## src/rtl/fifo_burst_sched.sv

```systemverilog
// fifo_burst_sched
//   Drains a show-ahead FIFO into an Avalon-MM write master as fixed-address
//   bursts. A burst launches when a full burst is buffered, when flush is
//   high, or when a partial fill has sat untouched for TIMEOUT cycles.
//   This block is the FIFO's only reader.
//
// Ports
//   clk, rst_n                  clock, asynchronous active-low reset
//   fifo_empty/full/usedw/q     FIFO status and show-ahead head word
//   fifo_rdreq                  pop strobe, one per accepted beat
//   flush                       level request to drain any fill
//   cfg_base_load, cfg_base     load the word address counter (IDLE only)
//   avm_*                       Avalon-MM burst write master
//   busy                        high while a burst is in progress
//
// State | meaning
// ------+-----------------------------------------------------------
// IDLE  | waiting for a launch condition, running the stale-fill timer
// BURST | presenting beats; leaves after the last accepted beat
module fifo_burst_sched #(
   parameter int WIDTH   = 32,
   parameter int WIDTHU  = 4,
   parameter int ADDRW   = 24,
   parameter int BURST   = 4,
   parameter int BCW     = 3,
   parameter int TIMEOUT = 64
) (
   input  logic              clk,
   input  logic              rst_n,
   input  logic              fifo_empty,
   input  logic              fifo_full,
   input  logic [WIDTHU-1:0] fifo_usedw,
   input  logic [WIDTH-1:0]  fifo_q,
   output logic              fifo_rdreq,
   input  logic              flush,
   input  logic              cfg_base_load,
   input  logic [ADDRW-1:0]  cfg_base,
   output logic [ADDRW-1:0]  avm_address,
   output logic              avm_write,
   output logic [WIDTH-1:0]  avm_writedata,
   output logic [BCW-1:0]    avm_burstcount,
   input  logic              avm_waitrequest,
   output logic              busy
);

   typedef enum logic {S_IDLE, S_BURST} state_t;

   localparam int              DEPTH     = 2**WIDTHU;
   localparam logic [WIDTHU:0] DEPTH_C   = (WIDTHU+1)'(DEPTH);
   localparam logic [WIDTHU:0] BURST_C   = (WIDTHU+1)'(BURST);
   localparam logic [7:0]      TIMEOUT_C = 8'(TIMEOUT);

   state_t           state_q, state_d;
   logic [ADDRW-1:0] addr_q, addr_d;
   logic [7:0]       timer_q, timer_d;
   logic [BCW-1:0]   len_q, len_d;
   logic [BCW-1:0]   beats_q, beats_d;
   logic [WIDTHU:0]  cnt;
   logic             accept;

   // usedw wraps to 0 when the FIFO is full, so full restores the top bit
   assign cnt    = fifo_full ? DEPTH_C : {1'b0, fifo_usedw};
   assign accept = (state_q == S_BURST) && !avm_waitrequest;

   always_ff @(posedge clk or negedge rst_n) begin
      if (!rst_n) begin
         state_q <= S_IDLE;
         addr_q  <= '0;
         timer_q <= '0;
         len_q   <= '0;
         beats_q <= '0;
      end else begin
         state_q <= state_d;
         addr_q  <= addr_d;
         timer_q <= timer_d;
         len_q   <= len_d;
         beats_q <= beats_d;
      end
   end

   always_comb begin
      state_d = state_q;
      addr_d  = addr_q;
      timer_d = timer_q;
      len_d   = len_q;
      beats_d = beats_q;
      case (state_q)
         S_IDLE: begin
            // a load coinciding with a launch is the address that burst uses
            if (cfg_base_load) addr_d = cfg_base;
            if (cnt >= BURST_C) begin
               state_d = S_BURST;
               len_d   = BCW'(BURST);
               beats_d = BCW'(BURST);
               timer_d = '0;
            end else if (cnt != '0 && (flush || timer_q == TIMEOUT_C)) begin
               state_d = S_BURST;
               len_d   = BCW'(cnt);
               beats_d = BCW'(cnt);
               timer_d = '0;
            end else if (cnt == '0) begin
               timer_d = '0;
            end else if (timer_q != TIMEOUT_C) begin
               timer_d = timer_q + 8'd1;
            end
         end
         S_BURST: begin
            if (accept) begin
               beats_d = beats_q - 1'b1;
               if (beats_q == BCW'(1)) begin
                  state_d = S_IDLE;
                  addr_d  = addr_q + ADDRW'(len_q);
               end
            end
         end
         default: state_d = S_IDLE;
      endcase
   end

   assign avm_write      = (state_q == S_BURST);
   assign busy           = (state_q == S_BURST);
   assign avm_address    = addr_q;
   assign avm_burstcount = (state_q == S_BURST) ? len_q : '0;
   assign avm_writedata  = fifo_q;
   assign fifo_rdreq     = accept;

   // the launch rule guarantees enough words, so an empty pop means a second reader
   a_no_empty_pop: assert property (@(posedge clk) disable iff (!rst_n)
      !(fifo_rdreq && fifo_empty));

endmodule

```

## config.mk

```make
export PLATFORM = sky130hd
export DESIGN_NAME = fifo_burst_sched
export DESIGN_NICKNAME = d
export VERILOG_FILES = /design/src/rtl/fifo_burst_sched.sv
export SDC_FILE = /design/constraint.sdc
export NUM_CORES = 1
export LEC_CHECK = 0
export CAP_MARGIN = 20
export CORE_UTILIZATION = 30
export CTS_BUF_LIST = sky130_fd_sc_hd__clkbuf_2 sky130_fd_sc_hd__clkbuf_4 sky130_fd_sc_hd__clkbuf_8
export DETAILED_ROUTE_END_ITERATION = 7
export PLACE_DENSITY_LB_ADDON = 0.15
export SLEW_MARGIN = 25
export SYNTH_ARGS = -nofsm -noshare
export SYNTH_HDL_FRONTEND = slang
export SYNTH_SLANG_ARGS = --single-unit
```

## constraint.sdc

```tcl
create_clock -name clk -period 6 [get_ports clk]
set_clock_uncertainty 0.05 [all_clocks]
set_input_delay 1.8 -clock clk [delete_from_list [all_inputs] [get_ports clk]]
set_output_delay 1.8 -clock clk [all_outputs]
set_load 0.01 [all_outputs]
```

======== Yosys cells after proc, flatten, opt, wreduce, memory -nomap -nowiden ========
Cells that the tools add are included.
W data, S select, Z words.
storage, ports and cells
  register bits after elaboration ......... 39
  latch bits .............................. 0
  memory bits (writable) .................. 0
  bits in read-only memories .............. 0
  logic and storage cells ................. 48
  memories ................................ 0
cells by class
  add/subtract/negate cells ............... 3
  multipliers ............................. 0
  divide/modulo/power cells ............... 0
  order comparisons ....................... 1
  eq/ne operators ......................... 7
  shift operators ......................... 0
  mux-type cells .......................... 19
  bitwise gates (word level) .............. 1
  reduce and logical (&&, ||, !) cells .... 12
operators by type and width
  cell                   count
  $mux W24               3
  $pmux W24 S2           1
  $mux W8                4
  $add A24 B3 Y24        1
  $mux W3                4
  $add A8 B1 Y8 const B  1
  $eq A8 B7 Y1 const B   1
  $ne A8 B7 Y1 const B   1
  $pmux W3 S2            1
  $reduce_and A2 Y1      3
  $ge A5 B3 Y1 const B   1
  $logic_not A5 Y1       1
  $mux W5                1
  $reduce_bool A5 Y1     1
  $mux W1                4
  $ne A2 B2 Y1 const B   2
  $reduce_bool A4 Y1     1
  $eq A3 B1 Y1 const B   1
  $ne A3 B3 Y1 const B   1
  $reduce_and A3 Y1      1
  $sub A3 B1 Y3 const B  1
  $logic_and A1 B1 Y1    2
  $ne A2 B1 Y1 const B   1
  $pmux W1 S2            1
  other kinds (4)        4

======== Logic depth before layout (Yosys ltp) ========
Gate-level depths: netlist of run 1.
  depth in word-level cells ............... 6
  depth in mapped cells ................... 8
  gate-level depth less buffers ........... 6

======== Worst setup path before layout of run 1 ========
Ideal clock, no wire load.
  path kind ............................... input to output
  start point ............................. input avm_waitrequest
  end point ............................... output fifo_rdreq
  arrival ................................. 1.957 ns
  required time ........................... 4.150 ns
  setup slack ............................. 2.193 ns
  stages .................................. 1
  path through ............................ nor2_1
on the way
  word-level cells in the longest chain between the ends .. 2
RTL lines
  what                 RTL line  RTL
  from (decl)          42        input logic avm_waitrequest,
  $logic_not A1 Y1     63        assign accept = (state_q == S_BURST) && !avm_waitrequest;
  $logic_and A1 B1 Y1  63
  to (decl)            34        output logic fifo_rdreq,
Every way passes these cells.

======== Final worst setup path of run 1 ========
Same ends and word-level chain as after synthesis.

==> results of run 1 <==
[Yosys cell counts (2+ instances only)]
| library cell | instances | area share |
|---|---|---|
| inv_1 | 10 | 0.013 |
| a311oi_1 | 6 | 0.019 |
| o21a_1 | 2 | 0.0054 |
| and2_1 | 8 | 0.018 |
| clkbuf_1 | 15 | 0.020 |
| dfrtp_1 | 39 | 0.35 |
| a31oi_1 | 2 | 0.0045 |
| a2111oi_0 | 2 | 0.0063 |
| nand3_1 | 14 | 0.025 |
| mux2i_1 | 6 | 0.021 |
| xor2_1 | 6 | 0.019 |
| o22a_1 | 2 | 0.0063 |
| buf_4 | 33 | 0.089 |
| o31ai_1 | 2 | 0.0054 |
| and4_1 | 3 | 0.0094 |
| nor3_1 | 11 | 0.020 |
| a211oi_1 | 2 | 0.0054 |
| nor2_1 | 17 | 0.023 |
| nand2b_1 | 3 | 0.0067 |
| nand2_1 | 13 | 0.017 |
| nor2b_1 | 3 | 0.0067 |
| a311o_1 | 2 | 0.0072 |
| nand4_1 | 9 | 0.020 |
| o311a_1 | 2 | 0.0072 |
| nand3b_1 | 2 | 0.0054 |
| and3_1 | 12 | 0.027 |
| a21o_1 | 4 | 0.011 |
| xnor2_1 | 4 | 0.013 |
| nor4_1 | 3 | 0.0067 |
| nor3b_1 | 4 | 0.011 |
| a21oi_1 | 9 | 0.016 |
| nor4b_1 | 2 | 0.0063 |
| o21ai_0 | 15 | 0.027 |
| ha_1 | 7 | 0.031 |
| o22ai_1 | 8 | 0.018 |
| or2_2 | 2 | 0.0045 |
| a22oi_1 | 11 | 0.030 |
| nor4bb_1 | 2 | 0.0072 |
[registers in the layout, summed over array words and instances (netlist names)]
name,count
avm_address,24
avm_write,1
beats_q,3
len_q,3
timer_q,8
[worst max-delay path, stage by stage]
cell	delay (ns)
clkdlybuf4s50_1	0.55
nor2_1	0.14
clkdlybuf4s50_1	0.55
[metrics by stage]
stage	hold slack [ns]	cells	util	cell area [sq um]	power (mW)
2_1_floorplan	0.4379	314	-	2798	0.6736
5_1_grt	0.5274	449	0.3802	3381	1.072
6_report	0.4764	449	0.3802	3381	0.9932
3_5_place_dp	0.4684	441	0.3700	3289	0.8064
4_1_cts	0.4874	449	0.3800	3378	1.003
3_3_place_gp	0.4612	441	0.3697	3287	0.8010
[placed cells by master (no fill, tap or decap), types with 3 or more instances in the layout]
cell             count
nor3b_1              4
and3_1              12
xor2_1               6
o22ai_1              8
xnor2_1              4
nor2_1              16
nand3_1             14
dfrtp_1             39
nor3_1              11
inv_1               10
buf_4                6
a21oi_1              9
nor2b_1              3
clkbuf_8             5
nand2b_1             3
and4_1               3
ha_1                 7
o21ai_0             15
nand4_1              9
clkdlybuf4s50_1     62
mux2i_1              6
a311oi_1             6
nor4_1               3
and2_1               8
a22oi_1             11
a21o_1               4
nand2_1             13
[worst min path at each step]
stage | start | end | slack [ns] | depth (start not counted)
after floorplan | len_q[2] | len_q[2] | 0.44 | 2
after CTS | avm_address[0] | avm_address[0] | 0.49 | 2
after global placement | avm_address[0] | avm_address[0] | 0.46 | 2
after detailed placement | avm_address[0] | avm_address[0] | 0.47 | 2
after global routing | avm_address[2] | avm_address[2] | 0.53 | 2
final | avm_address[0] | avm_address[0] | 0.48 | 2
[area by class of cell]
cell class,instances,area share
sequential,39,0.2887
tap,108,0.03997
clock inverter,1,0.001480
timing repair buffer,68,0.1969
clock buffer,7,0.02480
multi-input combinational,216,0.4371
inverter,10,0.01110
[layer usage]
metal / routed length [microns] / GRT usage / part of all wire / up-vias
met5: 0 / 0 / 0 / -
met4: 80 / 0.04822 / 0.011 / 0
met3: 331 / 0.03050 / 0.045 / 9
met2: 3351 / 0.2503 / 0.45 / 68
met1: 3645 / 0.2202 / 0.49 / 1163
li1: - / - / - / 1199
[kinds of logic (layout without fill, tap and decap cells)]
group | Yosys count | after routing | synth area share
multiplexers | 6 | 6 | 0.02147
XOR/XNOR | 10 | 10 | 0.03130
AO/OA/AOI/OAI | 78 | 78 | 0.2004
adder cells (fa/ha/maj) | 8 | 8 | 0.03846
AND/OR/NAND/NOR | 114 | 114 | 0.2357
flip-flops | 39 | 39 | 0.3488
buffers and inverters | 59 | 86 | 0.1239
[report_power, final]
| group | internal, mW | leakage (nW) | switching, mW |
|---|---|---|---|
| logic | 0.215 | 0.938 | 0.226 |
| registers | 0.308 | 0.465 | 0.0534 |
| clock network | 0.0909 | 0.0491 | 0.0995 |
| total | 0.614 | 1.45 | 0.379 |
==> flow_summary.yaml, run 1 <==
outcome:
  status: "completed"
clock_tree:
  cts_hold_buf: 0
  cts_resized: 0
  clock_latency_ns: 0.29
  cts-root-buf: "clkbuf_8"
  cts_htree_levels: 2
  clkTransAtPathRegs_ns: 0.07
  cts_buffers: 5
  clkSinkCount: 39
  cts_setup_buffers: 0
  cts_tree: "done"
  cts_max_path_buffers: 2
routing:
  drtIter0Drc: 153
  drt_pre_antenna_iters: 4
  routedWlPerCell_microns: 16.50
  vias: 2439
  drtAntennaViolNets: 0
  drc_errors: 0
  drt-vias-per-instance: 5.432
  routed_wl_microns: 7409
critical_path:
  r2r_setup_slack_ns: 3.55
  arrival_ns: 3.04
  crit_type: "in -> out"
  cp-startpoint: "avm_waitrequest"
  worst-r2r-cell-count: 5
  crit_path_start_kind: "primary input"
  end_kind: "output port"
  worstPathMaxFanout: 7
  r2r_start: "avm_write"
  required_ns: 4.15
  r2r-end: "avm_address[8]"
  endpoint: "fifo_rdreq"
global_routing:
  grt_pass1_vias: 2438
  grt_overflow: 0
  antenna_found_initial: 0
  grt_pass1_wl_microns: 12340
  grt_use_total: 0.1587
  grt_max_degree: 43
synth:
  synth.distinct_cells: 55
  synth_area_per_cell_sq_um: 8.910
  synthCells: 314
  synth_ff_type: "dfrtp_1"
  ys_seq_area_frac: 0.3488
  synth-edff-count: 0
  async_reset_ff_frac: 1.000
  syn_nets: 389
  yosysWarnings: 0
  ys_ff_latch: 39
  syn-cell-area_sq_um: 2798
layout:
  layout.nets: 415
  seq_area_sq_um: 975.9
  area_growth_pct: 20.84
  multi_input_area_sq_um: 1478
  antennaDiodeCount: 0
  drive_gt1_frac: 0.06452
  fillCellCount: 915
timing:
  fin_crit_sh: 0.8144
  slew_headroom: 0.4704
  finalHoldViolations: 0
  rsz0062_at_grt: "false"
  worst_slack_ns: 1.114
  fin_setup_tns_ns: 0
  finalCriticalPeriod_ns: 4.886
  worst_slew_pin_slew_ns: 0.7935
  fmax_mhz: 204.7
  maxSlewViolCount: 0
  setup_viol_count_final: 0
pwr:
  powerDensity_nw_per_um2: 293.8
  vdd_drop_max_v: 0.0001451
  leakagePower_nw: 1.452
min_path:
  hold_class: "reg -> reg"
floorplan:
  start_util: 0.3147
  core_sq_um: 8891
  io_pins: 129
  die_h_microns: 98.57
  rows: 34
  die_x_microns: 98.57
  die-area_sq_um: 9716
placed_design:
  gp_congestion: 0.7538
  portBuffers: 63
  dp_slack_ns: 1.118
  dp_hpwl_microns: 4998
flow_run:
  drv_cap: 0
Note: power is estimated with default switching activity, not from simulation.
==> inputs of run 2 (changes only) <==
==> constraint.sdc (replaced) <==
create_clock -name clk -period 4.9 [get_ports clk]
set_clock_uncertainty 0.05 [all_clocks]
set_input_delay 1.47 -clock clk [delete_from_list [all_inputs] [get_ports clk]]
set_output_delay 1.47 -clock clk [all_outputs]
set_load 0.01 [all_outputs]
==> run 2 against run 1 <==
Final area grew 0.22%; die area is the same; global-route usage shrank 0.11 points; sequential share of layout area is essentially flat; setup slack lost 0.42 ns; critical path type unchanged; highest routed layer unchanged.
==> flow_summary.yaml, run 2 (synthesis results as in run 1) <==
outcome:
  status: "completed"
layout:
  drive_gt1_frac: 0.06745
  layout.nets: 416
  area_growth_pct: 21.11
  mostFrequentLayoutCell: "clkdlybuf4s50_1"
  seq_area_sq_um: 977.2
  multi_input_area_sq_um: 1478
  final_cell_mix: "62 x clkdlybuf4s50_1, 38 x dfrtp_1, 17 x nor2_1"
  largest_reg_flops: 24
  finalNonFillerCells: 449
  antennaDiodeCount: 0
  final_area_sq_um: 3388
  fillCellCount: 897
clock_tree:
  clkSinkCount: 39
  cts_tree: "done"
  clock_latency_ns: 0.30
  clkTransAtPathRegs_ns: 0.07
  cts_resized: 0
  cts_hold_buf: 0
  cts_max_path_buffers: 2
  cts-root-buf: "clkbuf_8"
  cts_setup_buffers: 0
  cts_htree_levels: 2
  cts_buffers: 5
critical_path:
  crit_type: "in -> out"
  worst-r2r-cell-count: 5
  worstPathMaxFanout: 7
  arrival_ns: 2.69
  end_kind: "output port"
  required_ns: 3.38
  r2r-end: "avm_address[8]"
  r2r_setup_slack_ns: 2.16
  r2r_start: "avm_write"
  crit_path_start_kind: "primary input"
min_path:
  hold_class: "reg -> reg"
  hold-path-endpoint: "avm_address[0]"
  min_from: "avm_address[0]"
  worstHoldPathCells: 2
timing:
  fin_setup_tns_ns: 0
  rsz0062_at_grt: "false"
  fin_crit_sh: 0.8593
  fmax_mhz: 237.5
  slew_headroom: 0.4903
  maxSlewViolCount: 0
  finalHoldViolations: 0
  worst_slew_pin_slew_ns: 0.7587
  finalCriticalPeriod_ns: 4.210
  setup_viol_count_final: 0
global_routing:
  grt_overflow: 0
  grt_pass1_wl_microns: 12310
  grt_use_total: 0.1576
  grt_max_degree: 40
  grt_pass1_vias: 2420
  antenna_found_initial: 0
routing:
  drtAntennaViolNets: 0
  drtIter0Drc: 120
  drt_pre_antenna_iters: 4
  drt-vias-per-instance: 5.457
  vias: 2450
  drc_errors: 0
  routedWlPerCell_microns: 16.49
  routed_wl_microns: 7405
floorplan:
  die-area_sq_um: 9716
  core_sq_um: 8891
  die_x_microns: 98.57
  start_util: 0.3147
  rows: 34
  io_pins: 129
  die_h_microns: 98.57
flow_run:
  drv_cap: 0
placed_design:
  placed_area_sq_um: 3294
  dp_cells: 442
  portBuffers: 63
  gp_congestion: 0.7429
  dp_hpwl_microns: 5021
pwr:
  powerDensity_nw_per_um2: 358.6
  leakagePower_nw: 1.453
  vdd_drop_max_v: 0.0001517
==> run 2: cell count changes in the layout (fill, tap and decap cells not counted), sizes merged <==
cell	delta
buf	+1
clkbuf	-1
==> run 2: worst max path at each step <==
| stage | from | end | slack (ns) | cells after the start |
|---|---|---|---|---|
| 2_1_floorplan | avm_waitrequest | fifo_rdreq | 1.75 | 1 |
| 4_1_cts | avm_waitrequest | fifo_rdreq | 0.68 | 3 |
| 3_5_place_dp | avm_waitrequest | fifo_rdreq | 0.69 | 3 |
| 6_report | avm_waitrequest | fifo_rdreq | 0.69 | 3 |
| 3_3_place_gp | avm_waitrequest | fifo_rdreq | 0.68 | 3 |
| 5_1_grt | avm_waitrequest | fifo_rdreq | 0.60 | 3 |
==> run 2: per-stage QoR <==
| step | total power [mW] | worst slack [ns] | hold slack, ns | utilization |
|---|---|---|---|---|
| 5_1_grt | 1.311 | 0.6043 | 0.5128 | 0.3811 |
| 3_3_place_gp | 0.9858 | 0.6793 | 0.4600 | 0.3705 |
| 2_1_floorplan | 0.8248 | 1.753 | 0.4379 | - |
| 3_5_place_dp | 0.9896 | 0.6862 | 0.4668 | 0.3705 |
| 4_1_cts | 1.231 | 0.6782 | 0.4915 | 0.3804 |
| 6_report | 1.215 | 0.6896 | 0.4838 | 0.3811 |
==> run 2: where the power goes <==
part           internal, mW  total [mW]  switching, mW
logic                 0.266       0.529          0.264
registers             0.377       0.453         0.0760
clock network         0.111       0.232          0.121
==> run 2: critical path, stage by stage <==
cell	delay, ns
clkdlybuf4s50_1	0.54
nor2_1	0.14
clkdlybuf4s50_1	0.55
==> run 2: final cells by class <==
cell class	count	share of cell area
multi-input cells	216	0.4361
flip-flops and latches	39	0.2884
repair buffers	69	0.1987
well taps	108	0.03988
clock buffers	6	0.02437
inverters	10	0.01108
clock inverters	1	0.001477
==> run 2: routing by layer <==
metal / track usage / vias to the layer above / wire length, microns
met2: 0.2503 / 71 / 3379
met4: 0.04592 / 0 / 84
li1: - / 1193 / -
met3: 0.03050 / 9 / 385
met1: 0.2178 / 1177 / 3556
met5: 0 / - / 0
